$ cat config.mk
export PLATFORM = sky130hd
export DESIGN_NAME = pci_target_flat
export DESIGN_NICKNAME = d
export VERILOG_FILES = /design/src/rtl/pci_pkg.sv /design/src/rtl/pci_target_if.sv /design/src/rtl/target_mem.sv /design/src/rtl/pci_target.sv /design/src/flat_wrapper.sv
export SDC_FILE = /design/constraint.sdc
export NUM_CORES = 1
export LEC_CHECK = 0
export CAP_MARGIN = 20
export CORE_ASPECT_RATIO = 1.75
export CORE_UTILIZATION = 56
export DETAILED_ROUTE_END_ITERATION = 10
export MAX_ROUTING_LAYER = met4
export PLACE_DENSITY = 0.77
export SETUP_SLACK_MARGIN = 0.05
export SLEW_MARGIN = 25
export SYNTH_ARGS = -nofsm -noshare
export SYNTH_HDL_FRONTEND = slang
export SYNTH_SLANG_ARGS = --single-unit
$ cat constraint.sdc
create_clock -name CLK -period 22.2 [get_ports CLK]
set_clock_uncertainty 0.1 [all_clocks]
set_input_delay 5.55 -clock CLK [delete_from_list [all_inputs] [get_ports CLK]]
set_output_delay 5.55 -clock CLK [all_outputs]
set_load 0.05 [all_outputs]
$ cat src/rtl/pci_pkg.sv
// ---------------------------------------------------------------------------
// pci_pkg
// Shared definitions for the PCI memory target: bus command codes, the target
// state encoding and the address-window decode helper.
// ---------------------------------------------------------------------------
package pci_pkg;

  // Bus commands presented on C_BE during the address phase
  localparam logic [3:0] CMD_MEM_READ  = 4'b0110;
  localparam logic [3:0] CMD_MEM_WRITE = 4'b0111;

  // Target sequencing states
  typedef enum logic [2:0] {
    IDLE,
    SKIP,
    WR_DATA,
    RD_TA,
    RD_DATA,
    TURN
  } target_state_e;

  // True when addr lies in [base, base+size). The compare is done on 33 bits
  // so a window that touches the top of the address space cannot wrap.
  function automatic logic win_hit(input logic [31:0] addr,
                                   input logic [31:0] base,
                                   input logic [31:0] size);
    logic [32:0] a;
    logic [32:0] lo;
    logic [32:0] hi;
    a  = {1'b0, addr};
    lo = {1'b0, base};
    hi = lo + {1'b0, size};
    return (a >= lo) && (a < hi);
  endfunction

endpackage

$ cat src/rtl/pci_target_if.sv
// ---------------------------------------------------------------------------
// pci_target_if
// Bus-side signal bundle of the PCI target. Inputs come from the bus as seen
// by the device; outputs are split into value/enable pairs so the tristate
// buffers live in the device wrapper.
//   FRAME, IRDY   : active-low initiator controls
//   C_BE          : command (address phase) / active-low byte enables (data)
//   AD_IN         : AD bus as seen by the target
//   AD_OUT/AD_OE  : read data and its drive enable
//   TRDY/TRDY_OE  : active-low target ready and its drive enable
//   DEVSEL/_OE    : active-low device select and its drive enable
//   DONE          : one-cycle pulse after the last transfer
// ---------------------------------------------------------------------------
interface pci_target_if;

  logic        FRAME;
  logic        IRDY;
  logic [3:0]  C_BE;
  logic [31:0] AD_IN;
  logic [31:0] AD_OUT;
  logic        AD_OE;
  logic        TRDY;
  logic        TRDY_OE;
  logic        DEVSEL;
  logic        DEVSEL_OE;
  logic        DONE;

  // Initiator side: drives the bus controls, observes the target responses
  modport master (
    output FRAME, IRDY, C_BE, AD_IN,
    input  AD_OUT, AD_OE, TRDY, TRDY_OE, DEVSEL, DEVSEL_OE, DONE
  );

  // Target side
  modport slave (
    input  FRAME, IRDY, C_BE, AD_IN,
    output AD_OUT, AD_OE, TRDY, TRDY_OE, DEVSEL, DEVSEL_OE, DONE
  );

endinterface

$ cat src/rtl/target_mem.sv
// ---------------------------------------------------------------------------
// target_mem
// MEM_WORDS x 32 register array backing the PCI target window.
//   CLK, RST : clock, asynchronous active-high clear of every word
//   raddr_i  : word address of the asynchronous read port
//   rdata_o  : read data
//   we_i     : write strobe
//   waddr_i  : word address of the write port
//   wdata_i  : write data
//   wmask_i  : active-high byte-write mask (bit b enables byte b)
// ---------------------------------------------------------------------------
module target_mem #(
  parameter int MEM_WORDS = 16
) (
  input  logic                         CLK,
  input  logic                         RST,
  input  logic [$clog2(MEM_WORDS)-1:0] raddr_i,
  output logic [31:0]                  rdata_o,
  input  logic                         we_i,
  input  logic [$clog2(MEM_WORDS)-1:0] waddr_i,
  input  logic [31:0]                  wdata_i,
  input  logic [3:0]                   wmask_i
);

  logic [31:0] mem_q [MEM_WORDS];

  // Storage: whole-array clear on reset, otherwise masked byte writes
  always_ff @(posedge CLK or posedge RST) begin
    if (RST) begin
      for (int i = 0; i < MEM_WORDS; i++) begin
        mem_q[i] <= '0;
      end
    end else if (we_i) begin
      for (int b = 0; b < 4; b++) begin
        if (wmask_i[b]) begin
          mem_q[waddr_i][8*b +: 8] <= wdata_i[8*b +: 8];
        end
      end
    end
  end

  assign rdata_o = mem_q[raddr_i];

endmodule

$ cat src/rtl/pci_target.sv
// ---------------------------------------------------------------------------
// pci_target
// PCI memory target. Decodes memory read/write address phases against a
// fixed window, claims hits with fast DEVSEL and moves linear bursts between
// the bus and an internal word memory, honouring IRDY wait states and the
// read turnaround cycle. Every bus output is registered.
//   CLK : bus clock
//   RST : asynchronous active-high reset
//   bus : pci_target_if slave modport (bus inputs, split output/enable pairs)
// Parameters:
//   BASE_ADDR : byte base of the window, aligned to MEM_WORDS*4
//   MEM_WORDS : memory depth in words, power of two, 2..256
// ---------------------------------------------------------------------------
module pci_target
  import pci_pkg::*;
#(
  parameter logic [31:0] BASE_ADDR = 32'h0000_1000,
  parameter int          MEM_WORDS = 16
) (
  input  logic         CLK,
  input  logic         RST,
  pci_target_if.slave  bus
);

  localparam int          PTR_W     = $clog2(MEM_WORDS);
  localparam logic [31:0] WIN_BYTES = 32'(MEM_WORDS * 4);

  target_state_e state_q, state_d;
  logic [PTR_W-1:0] ptr_q, ptr_d;

  logic [31:0] adOut_q, adOut_d;
  logic        adOe_q, adOe_d;
  logic        trdy_q, trdy_d;
  logic        trdyOe_q, trdyOe_d;
  logic        devsel_q, devsel_d;
  logic        devselOe_q, devselOe_d;
  logic        done_q, done_d;

  logic        addrHit;
  logic        xfer;
  logic        memWe;
  logic [31:0] memRdata;

  // Word memory; reads follow the next-state pointer so the following word
  // is already registered onto AD_OUT when a transfer completes.
  target_mem #(
    .MEM_WORDS (MEM_WORDS)
  ) u_mem (
    .CLK     (CLK),
    .RST     (RST),
    .raddr_i (ptr_d),
    .rdata_o (memRdata),
    .we_i    (memWe),
    .waddr_i (ptr_q),
    .wdata_i (bus.AD_IN),
    .wmask_i (~bus.C_BE)
  );

  // Address-phase decode: supported command, dword aligned, inside window
  always_comb begin
    addrHit = ((bus.C_BE == CMD_MEM_READ) || (bus.C_BE == CMD_MEM_WRITE))
              && (bus.AD_IN[1:0] == 2'b00)
              && win_hit(bus.AD_IN, BASE_ADDR, WIN_BYTES);
  end

  // A data transfer completes on an edge where both ready lines are low
  assign xfer = !bus.IRDY && !trdy_q;

  // State register and registered bus outputs
  always_ff @(posedge CLK or posedge RST) begin
    if (RST) begin
      state_q    <= IDLE;
      ptr_q      <= '0;
      adOut_q    <= '0;
      adOe_q     <= 1'b0;
      trdy_q     <= 1'b1;
      trdyOe_q   <= 1'b0;
      devsel_q   <= 1'b1;
      devselOe_q <= 1'b0;
      done_q     <= 1'b0;
    end else begin
      state_q    <= state_d;
      ptr_q      <= ptr_d;
      adOut_q    <= adOut_d;
      adOe_q     <= adOe_d;
      trdy_q     <= trdy_d;
      trdyOe_q   <= trdyOe_d;
      devsel_q   <= devsel_d;
      devselOe_q <= devselOe_d;
      done_q     <= done_d;
    end
  end

  // Next-state, pointer and write-strobe logic
  always_comb begin
    state_d = state_q;
    ptr_d   = ptr_q;
    memWe   = 1'b0;
    case (state_q)
      IDLE: begin
        if (!bus.FRAME) begin
          if (addrHit) begin
            ptr_d   = bus.AD_IN[PTR_W+1:2];
            state_d = (bus.C_BE == CMD_MEM_WRITE) ? WR_DATA : RD_TA;
          end else begin
            state_d = SKIP;
          end
        end
      end
      SKIP: begin
        if (bus.FRAME && bus.IRDY) begin
          state_d = IDLE;
        end
      end
      WR_DATA: begin
        if (xfer) begin
          memWe = 1'b1;
          ptr_d = ptr_q + PTR_W'(1);
          if (bus.FRAME) begin
            state_d = TURN;
          end
        end
      end
      RD_TA: begin
        state_d = RD_DATA;
      end
      RD_DATA: begin
        if (xfer) begin
          ptr_d = ptr_q + PTR_W'(1);
          if (bus.FRAME) begin
            state_d = TURN;
          end
        end
      end
      TURN: begin
        state_d = IDLE;
      end
      default: begin
        state_d = IDLE;
      end
    endcase
  end

  // Output values are a function of the state being entered, which is what
  // makes them registered yet aligned to the cycle they describe.
  always_comb begin
    adOut_d    = adOut_q;
    adOe_d     = 1'b0;
    trdy_d     = 1'b1;
    trdyOe_d   = 1'b0;
    devsel_d   = 1'b1;
    devselOe_d = 1'b0;
    done_d     = 1'b0;
    case (state_d)
      WR_DATA: begin
        trdy_d     = 1'b0;
        trdyOe_d   = 1'b1;
        devsel_d   = 1'b0;
        devselOe_d = 1'b1;
      end
      RD_TA: begin
        trdyOe_d   = 1'b1;
        devsel_d   = 1'b0;
        devselOe_d = 1'b1;
      end
      RD_DATA: begin
        adOut_d    = memRdata;
        adOe_d     = 1'b1;
        trdy_d     = 1'b0;
        trdyOe_d   = 1'b1;
        devsel_d   = 1'b0;
        devselOe_d = 1'b1;
      end
      TURN: begin
        trdyOe_d   = 1'b1;
        devselOe_d = 1'b1;
        done_d     = 1'b1;
      end
      default: begin
      end
    endcase
  end

  assign bus.AD_OUT    = adOut_q;
  assign bus.AD_OE     = adOe_q;
  assign bus.TRDY      = trdy_q;
  assign bus.TRDY_OE   = trdyOe_q;
  assign bus.DEVSEL    = devsel_q;
  assign bus.DEVSEL_OE = devselOe_q;
  assign bus.DONE      = done_q;

endmodule

$ cat src/flat_wrapper.sv
// flat-port wrapper written by rule: the top's interface ports become plain ports
module pci_target_flat import pci_pkg::*;
#(
  parameter logic [31:0] BASE_ADDR = 32'h0000_1000,
  parameter int          MEM_WORDS = 16
)
  (CLK, RST, bus_FRAME, bus_IRDY, bus_C_BE, bus_AD_IN, bus_AD_OUT, bus_AD_OE, bus_TRDY, bus_TRDY_OE, bus_DEVSEL, bus_DEVSEL_OE, bus_DONE);
  pci_target_if bus_i ();
  input  logic CLK;
  input  logic RST;
  input wire logic [$bits(bus_i.FRAME)-1:0] bus_FRAME;
  input wire logic [$bits(bus_i.IRDY)-1:0] bus_IRDY;
  input wire logic [$bits(bus_i.C_BE)-1:0] bus_C_BE;
  input wire logic [$bits(bus_i.AD_IN)-1:0] bus_AD_IN;
  output wire logic [$bits(bus_i.AD_OUT)-1:0] bus_AD_OUT;
  output wire logic [$bits(bus_i.AD_OE)-1:0] bus_AD_OE;
  output wire logic [$bits(bus_i.TRDY)-1:0] bus_TRDY;
  output wire logic [$bits(bus_i.TRDY_OE)-1:0] bus_TRDY_OE;
  output wire logic [$bits(bus_i.DEVSEL)-1:0] bus_DEVSEL;
  output wire logic [$bits(bus_i.DEVSEL_OE)-1:0] bus_DEVSEL_OE;
  output wire logic [$bits(bus_i.DONE)-1:0] bus_DONE;
  assign bus_i.FRAME = bus_FRAME;
  assign bus_i.IRDY = bus_IRDY;
  assign bus_i.C_BE = bus_C_BE;
  assign bus_i.AD_IN = bus_AD_IN;
  assign bus_AD_OUT = bus_i.AD_OUT;
  assign bus_AD_OE = bus_i.AD_OE;
  assign bus_TRDY = bus_i.TRDY;
  assign bus_TRDY_OE = bus_i.TRDY_OE;
  assign bus_DEVSEL = bus_i.DEVSEL;
  assign bus_DEVSEL_OE = bus_i.DEVSEL_OE;
  assign bus_DONE = bus_i.DONE;
  pci_target #(.BASE_ADDR(BASE_ADDR), .MEM_WORDS(MEM_WORDS)) u_core (.CLK(CLK), .RST(RST), .bus(bus_i));
endmodule
After elaboration in Yosys (flattened, before gate mapping)
Index checks and enable logic that the tools add are counted. W data, S select, Z words.

Add/subtract/negate cells: 1. Order comparisons: 5. Equal/unequal tests: 10. Muxes and demuxes: 40. Bitwise logic cells: 3. Reductions and logical operators: 15.

Operators by type and width (number): $mux W512 (7); $bwmux W512 (4); $demux W32 S4 (4); $bmux W32 S4 (1); $mux W32 (3); $ge A32 B13 Y1 const B (1); $lt A32 B13 Y1 const B (1); $mux W24 (1); $mux W16 (1); $mux W3 (5); $eq A3 B2 Y1 const B (4); $mux W4 (3); $pmux W3 S4 (1); $ge A5 B5 Y1 const B (2); $not A4 Y5 (2); $eq A3 B3 Y1 const B (3); $eq A4 B3 Y1 const B (2); $mux W1 (8); $mux W8 (1); $pmux W4 S2 (1); $logic_and A1 B1 Y1 (6); $lt A5 B1 Y1 const B (1); $add A4 B1 Y4 const B (1); $not A4 Y4 (1); 8 further kinds (10).

Register bits: 556. Bits of input ports: 40. Output and inout port bits: 38. Word-level logic and storage cells: 98.

Longest topological paths before layout
Gate-level depths: netlist (run 1).

Word-level depth: 16. Mapped depth: 13.

By module
From an unflattened synthesis (run 1), not the netlist that was laid out.

Cell total of the unflattened synthesis: 1592. Area, all modules: 26012.4 sq um.

By module, submodules not included: target_mem (instances 1, cells an instance 1436, area an instance 23815.3 sq um); pci_target (instances 1, cells an instance 156, area an instance 2197.1 sq um).

Worst setup path before layout (run 1)
No wires, ideal clock.

Path kind: input-to-reg. Start: input port bus_AD_IN[1]. End: register u_core.adOut_q[18] (netlist: u_core.bus.AD_OUT[18]). Library setup time: 0.142 ns. Data arrival time: 7.663 ns. Data required time: 21.958 ns. Setup slack: 14.295 ns. Stages: 10. Path buffers: 1. Cells stage by stage: nor4_1 > nand4_1 > or3_4 > a311oi_4 > inv_2 > nor2_4 > buf_2 > a32oi_1 > a31oi_1 > a211oi_1.

Cells in the longest elaborated chain, start to end: 10. Elaborated cells between the ends (all ways): 17. Those cells by class: order compare (2); eq/ne (1); mux (9); bitwise (1); reduce/logical (4).

Ends and longest elaborated chain: from (decl) (line flat_wrapper.sv:14) `input wire logic [$bits(bus_i.AD_IN)-1:0] bus_AD_IN;`; $ge A32 B13 Y1 (tied with other cells) (line pci_pkg.sv:33) `return (a >= lo) && (a < hi);`; $logic_and A1 B1 Y1, on equally long branches (line pci_pkg.sv:33, pci_target.sv:62); $logic_and A1 B1 Y1 (*) (line pci_target.sv:63) `&& win_hit(bus.AD_IN, BASE_ADDR, WIN_BYTES);`; $mux W4 (*) (line pci_target.sv:102) `if (addrHit) begin`; $mux W4 (*) (line pci_target.sv:101) `if (!bus.FRAME) begin`; $pmux W4 S2 (*) (line pci_target.sv:99) `case (state_q)`; named net u_core.ptr_d[1] (line pci_target.sv:29) `logic [PTR_W-1:0] ptr_q, ptr_d;`; $not A4 Y5 (not written as such) (*) (line target_mem.sv:42) `assign rdata_o = mem_q[raddr_i];`; $bmux W32 S4 (*) (line target_mem.sv:42); $mux W32 (not written as such) (*) (2 in series) (line target_mem.sv:42); to (signal assigned) (line pci_target.sv:84) `adOut_q <= adOut_d;`; to (decl) (line pci_target.sv:31) `logic [31:0] adOut_q, adOut_d;`.

Mark *: on every way through the listed nets, which the timed path passes. The rest lies on a longest branch. The select of a mux whose other input is x is not followed. A chain may end at the register's enable or synchronous reset.

Worst setup path in the final report (run 1)
Start: input port bus_AD_IN[20]. End: register u_core.adOut_q[14] (netlist: u_core.bus.AD_OUT[14]).

Cells in the longest elaborated chain, start to end: 10. Elaborated cells between the ends (all ways): 15. Those cells by class: order compare (2); eq/ne (1); mux (9); bitwise (1); reduce/logical (2).

Ends and longest elaborated chain (line): $ge A32 B13 Y1 or $lt A32 B13 Y1 (tied branches) (pci_pkg.sv:33); $logic_and A1 B1 Y1 (*) (pci_pkg.sv:33); $logic_and A1 B1 Y1 (*) (pci_target.sv:63); $mux W4 (pci_target.sv:102); $mux W4 (pci_target.sv:101); $pmux W4 S2 (pci_target.sv:99); $not A4 Y5 (not written as such) (target_mem.sv:42); $bmux W32 S4 (target_mem.sv:42); $mux W32 (not written as such) (2 in series) (target_mem.sv:42).

Every way passes the cells marked *; elsewhere a longest branch is shown, timed or not. The select of a mux whose other input is x is not followed.

==> results.cfg, run 1 <==
[global_route]
grt_use_total_pct = 30.5
grt_max_degree = 173
overflow = 0
grt_pass1_vias = 18638
grt_pass1_wl_mm = 105
antenna_found_initial = 0

[clocking]
numCtsBuffers = 50
ctsHoldBuffers = 0
clk_pin_slew_ns = 0.07
clkSinkCount = 556
clockBufferDepth = 3
ctsResizeCount = 0
clock_latency_ns = 0.58
cts_tree = built
cts_htree_levels = 2
cts-root-buf = clkbuf_16
post-cts-setup-buffer-count = 0

[floorplan]
core-area_um2 = 44400
start_util_pct = 56.9
dieHeight_um = 283
dieArea_um2 = 46000
io-pin-count = 78
die_w_um = 163
row_count = 102

[run]
drv_cap = 0

[status]
status = finished, final reports clean

[worst_setup_path]
timing.rr.start = u_core.ptr_q[1]$_DFF_PP0_
r2r_slack_ns = 17.45
arrival_ns = 10.68
cp-end-kind = flop
critPathMaxFanout = 94
required_ns = 22.54
start_kind = primary input
timing.rr.end = u_core.bus.AD_OUT[9]$_DFFE_PP0N_
r2r_cells = 12
crit_type = in2reg

[hold_path]
hold_depth = 1
whs_endpoint = u_core.u_mem.mem_q[210]$_DFFE_PP0P_
hold_start = u_core.u_mem.mem_q[210]$_DFFE_PP0P_
hp-class = reg2reg

[placed_design]
place_congestion = 0.914
dpl.cell_count = 2695
dpl.hpwl_mm = 41.2
port-buffer-count = 77

[sta]
worstMarginPinSlew_ns = 1.16
fin_crit_sh_pct = 46.6
fin_setup_tns_ns = 0
rsz0062_at_grt = no
finalHoldViolCount = 0
max_slew_margin_pct = 22.7
finalWorstPathRequiredPeriod_ns = 10.35
setup_viol = 0
drv_slew = 0
fmax_mhz = 96.7

[layout]
syn2layout_area_growth_pct = 11.6
nFillCells = 3398
layout-drive-gt1-share_pct = 30.4
final_util_pct = 63.5
final_nets = 2219
fin_cells = 2787
diodes = 0

[yosys]
synthFlopType = dfrtp_1
synth_cell_types = 53
post-synth-top-count-cell = dfrtp_1
synthesis.nets = 2188
avgSynthCellArea_um2 = 11.8
synthCells = 2144
synth-seq-cells = 556
synth_largest_area_cell = dfrtp_1
post-synth-top-area-fraction_pct = 54.8
synth.cell_area_um2 = 25300
synth_edf_count = 0
ys_async_sr_fraction_pct = 100
yosys_warnings = 0
synth.area.top_cells = dfrtp_1, mux2_2, nand2_1, nand3_1, mux2i_1
ys_seq_area_share_pct = 55.1
synth_common_cells = dfrtp_1, mux2_2, nand2_1, nand3_1, nor2_1

[pwr]
p_per_area_nw_per_um2 = 74.7
power_mw = 2.11
peakVddDrop_uv = 67.4
power.leakage_nw = 12.9

[route]
viasPerCell = 6.32
vias = 17610
dr.first_iter.drc_count = 1391
wl_per_cell_um = 23.7
dr.pass1.iters = 6
finalWirelength_mm = 66.2
ant_nets = 0
remaining_drc_errors = 0
cell families after synthesis:
kind of cell,synth area share (%)
DFF,55.1
buffers and inverters,2.40
muxes,25.4
AOI/OAI and AO/OA,4.93
xor gates and xnor gates,0.0347
and+or+nand+nor,11.9
adders and majority gates,0.277
critical path, stage by stage:
cell and delay, ns:
clkdlybuf4s50_1 0.73, nor4_1 0.54, nand4_1 0.43, or4_1 0.61, o211a_4 0.39, inv_6 0.70
buf_4 0.79, mux2i_1 0.30, a32oi_1 0.09, a31oi_1 0.28, a211oi_1 0.08
routing by layer:
layer  track usage [%]  wire length (um)  up-vias
met3              3.97              3460      237
met4              17.7              4020        0
li1                  -                 -     7646
met1              36.8             25900     9091
met2              48.9             32800      636
met5                 -                 0        -
stage by stage:
step	setup slack [ns]	area (um^2)	hold WS, ns
2_1_floorplan	1.01	25300	0.380
3_3_place_gp	11.62	26500	0.388
3_5_place_dp	11.49	26500	0.395
4_1_cts	12.09	28200	0.409
5_1_grt	11.73	28200	0.416
6_report	11.85	28200	0.405
layout by cell type, fill, tap and decap left out, types with 5 or more instances in the layout:
master / n
buf_4: 30
clkbuf_1: 17
dfrtp_1: 554
clkdlybuf4s50_1: 77
nor2_2: 21
nand4_1: 5
a21oi_1: 5
nor4_1: 11
mux2i_1: 65
a211oi_2: 9
a31oi_1: 32
nand3_1: 165
nand2_1: 399
clkbuf_8: 10
nor2_1: 88
a32oi_1: 63
a211oi_1: 24
clkinv_2: 9
mux2_2: 512
clkbuf_16: 53
report_power, final:
part / leakage [nW] / internal [mW] / switching (mW) / total [mW]
clock: 0.823 / 0.505 / 0.373 / 0.878
sequential: 7.75 / 1.01 / 0.00280 / 1.02
combinational: 4.35 / 0.0466 / 0.166 / 0.212
total: 12.9 / 1.57 / 0.541 / 2.11
worst max-delay path by stage:
stage,start,cells past startpoint,slack (ns),to
after floorplan,RST,1,1.01,u_core.bus.AD_OE$_DFF_PP0_
after global routing,bus_AD_IN[20],11,11.73,u_core.bus.AD_OUT[14]$_DFFE_PP0N_
after global placement,bus_AD_IN[20],11,11.62,u_core.bus.AD_OUT[14]$_DFFE_PP0N_
after detailed placement,bus_AD_IN[20],11,11.49,u_core.bus.AD_OUT[14]$_DFFE_PP0N_
after CTS,bus_AD_IN[20],11,12.09,u_core.bus.AD_OUT[14]$_DFFE_PP0N_
final,bus_AD_IN[20],11,11.85,u_core.bus.AD_OUT[14]$_DFFE_PP0N_
registers in the layout, summed over array words and instances, names as in the netlist:
register,flops
u_core.ptr_q,4
u_core.bus.AD_OUT,32
u_core.bus.TRDY,1
u_core.bus.DONE,1
u_core.u_mem.mem_q,512
u_core.bus.AD_OE,1
u_core.bus.DEVSEL,1
u_core.state_q,3
u_core.bus.TRDY_OE,1
final cells by class:
cell class	instances	area [um^2]	area share (%)
sequential	556	13900	49.3
multi-input combinational	1449	10800	38.4
clock buffer	80	1530	5.41
timing repair buffer	110	1040	3.68
tap	572	716	2.54
clock inverter	12	135	0.479
inverter	8	42.5	0.151
Power figures use the tool's default switching activity.
==> run 2: changes to the inputs <==
--- a/config.mk
+++ b/config.mk
@@ -7,10 +7,10 @@
 export LEC_CHECK = 0
 export CAP_MARGIN = 20
 export CORE_ASPECT_RATIO = 1.75
-export CORE_UTILIZATION = 56
+export CORE_UTILIZATION = 62
 export DETAILED_ROUTE_END_ITERATION = 10
 export MAX_ROUTING_LAYER = met4
-export PLACE_DENSITY = 0.77
+export PLACE_DENSITY = 0.8
 export SETUP_SLACK_MARGIN = 0.05
 export SLEW_MARGIN = 25
 export SYNTH_ARGS = -nofsm -noshare
==> constraint.sdc (replaced) <==
create_clock -name CLK -period 9.88 [get_ports CLK]
set_clock_uncertainty 0.1 [all_clocks]
set_input_delay 2.47 -clock CLK [delete_from_list [all_inputs] [get_ports CLK]]
set_output_delay 2.47 -clock CLK [all_outputs]
set_load 0.05 [all_outputs]
==> results.cfg, run 2 (synthesized netlist as in run 1, its figures left out) <==
[status]
status = finished, final reports clean

[hold_path]
hp-class = reg2reg
hold_depth = 1
hold_start = u_core.u_mem.mem_q[313]$_DFFE_PP0P_
whs_endpoint = u_core.u_mem.mem_q[313]$_DFFE_PP0P_

[placed_design]
port-buffer-count = 77
placed_area_um2 = 26500
place_congestion = 0.963
dpl.hpwl_mm = 41.0
dpl.cell_count = 2620

[global_route]
grt_use_total_pct = 34.1
grt_pass1_vias = 18662
grt_pass1_wl_mm = 106
grt_max_degree = 189
overflow = 0
antenna_found_initial = 0

[worst_setup_path]
worst-path-buf-inv = 3
start_kind = primary input
r2r_slack_ns = 5.13
cp-end-kind = flop
required_ns = 10.25
cpPeakStageDelay_ns = 0.88
path_depth = 11
crit_type = in2reg
r2r_cells = 12
timing.rr.start = u_core.ptr_q[1]$_DFF_PP0_
cpMaxStageDelayCell = buf_4
path_delay_family = buffers and inverters
arrival_ns = 7.51
critPathMaxFanout = 83
cp_cell_sequence = clkdlybuf4s50_1, nor4b_1, nand4_1, or4_1, o211a_4, inv_6, buf_4, nand2_1, a32oi_1, nand3_1, a211oi_1
timing.rr.end = u_core.bus.AD_OUT[16]$_DFFE_PP0N_

[floorplan]
row_count = 97
core-area_um2 = 40100
io-pin-count = 78
dieHeight_um = 269
start_util_pct = 63.1
dieArea_um2 = 41600
die_w_um = 155

[layout]
regMostFlops = u_core.u_mem.mem_q
final_util_pct = 70.5
final_common_cell = dfrtp_1
final-seq-area_um2 = 13900
fin_cells = 2713
nFillCells = 2774
layout_common_cells = dfrtp_1, mux2_2, nand2_1
final_nets = 2223
largest_reg_flops = 512
syn2layout_area_growth_pct = 11.8
layout-drive-gt1-share_pct = 30.7
diodes = 0
stdcell_area_um2 = 28300
multi_input_area_um2 = 10900

[sta]
setup_viol = 0
max_slew_margin_pct = 22.5
whs_ns = 0.405
rsz0062_at_grt = no
worstMarginPinSlew_ns = 1.16
finalWorstPathRequiredPeriod_ns = 7.14
drv_slew = 0
fmax_mhz = 140
fin_crit_sh_pct = 72.2
finalHoldViolCount = 0

[clocking]
ctsResizeCount = 0
clockBufferDepth = 3
cts-root-buf = clkbuf_16
cts_htree_levels = 2
clkSinkCount = 556
ctsHoldBuffers = 0
post-cts-setup-buffer-count = 0
cts_tree = built
numCtsBuffers = 49
clk_pin_slew_ns = 0.07
clock_latency_ns = 0.58

[route]
viasPerCell = 6.58
vias = 17844
remaining_drc_errors = 0
ant_nets = 0
wl_per_cell_um = 24.4
finalWirelength_mm = 66.3
dr.first_iter.drc_count = 1542
dr.pass1.iters = 6

[pwr]
power.leakage_nw = 13.0
swShare_pct = 25.7
switching_power_mw = 1.23
peakVddDrop_uv = 153
p_clk_share_pct = 42.0
p_seq_share_pct = 47.9
pwr-share-comb_pct = 10.1
p_per_area_nw_per_um2 = 169
p_int_mw = 3.54

[run]
drv_cap = 0
## run 2: final cells by class
cell class	instances	area share, %
flip-flops and latches	556	49.2
multi-input cells	1449	38.4
clock buffers	75	5.19
repair buffers	115	4.11
well taps	495	2.19
clock inverters	15	0.722
inverters	8	0.137
## run 2: worst max-delay path by stage
stage                                              to           from  slack [ns]
floorplan                  u_core.bus.AD_OE$_DFF_PP0_            RST       -0.26
global placement     u_core.bus.AD_OUT[2]$_DFFE_PP0N_  bus_AD_IN[12]        2.57
detailed placement  u_core.bus.AD_OUT[10]$_DFFE_PP0N_  bus_AD_IN[12]        2.49
CTS                 u_core.bus.AD_OUT[13]$_DFFE_PP0N_  bus_AD_IN[12]        2.91
global route        u_core.bus.AD_OUT[10]$_DFFE_PP0N_  bus_AD_IN[23]        2.49
finish              u_core.bus.AD_OUT[13]$_DFFE_PP0N_  bus_AD_IN[13]        2.74
## run 2: routing by layer
layer  part of all wire, %  track usage (%)  vias to the layer above
met5                     0                -                        -
met4                   5.0             17.4                        0
met3                   5.9             4.77                      208
met2                    51             55.1                      771
met1                    38             41.9                     9218
li1                      -                -                     7647
## run 2: power groups by stage
stage / registers (mW) / logic (mW) / clock network [mW]
2_1_floorplan: 2.33 / 0.320 / 0
3_3_place_gp: 2.33 / 0.461 / 0
3_5_place_dp: 2.33 / 0.465 / 0
4_1_cts: 2.28 / 0.468 / 2.01
5_1_grt: 2.28 / 0.514 / 2.10
6_report: 2.28 / 0.481 / 2.01
## run 2: per-stage QoR
step / setup TNS (ns) / setup slack, ns / power (mW)
detailed placement: 0 / 2.49 / 2.79
global placement: 0 / 2.57 / 2.79
finish: 0 / 2.74 / 4.77
floorplan: -141.90 / -0.256 / 2.65
CTS: 0 / 2.91 / 4.77
global route: 0 / 2.49 / 4.90
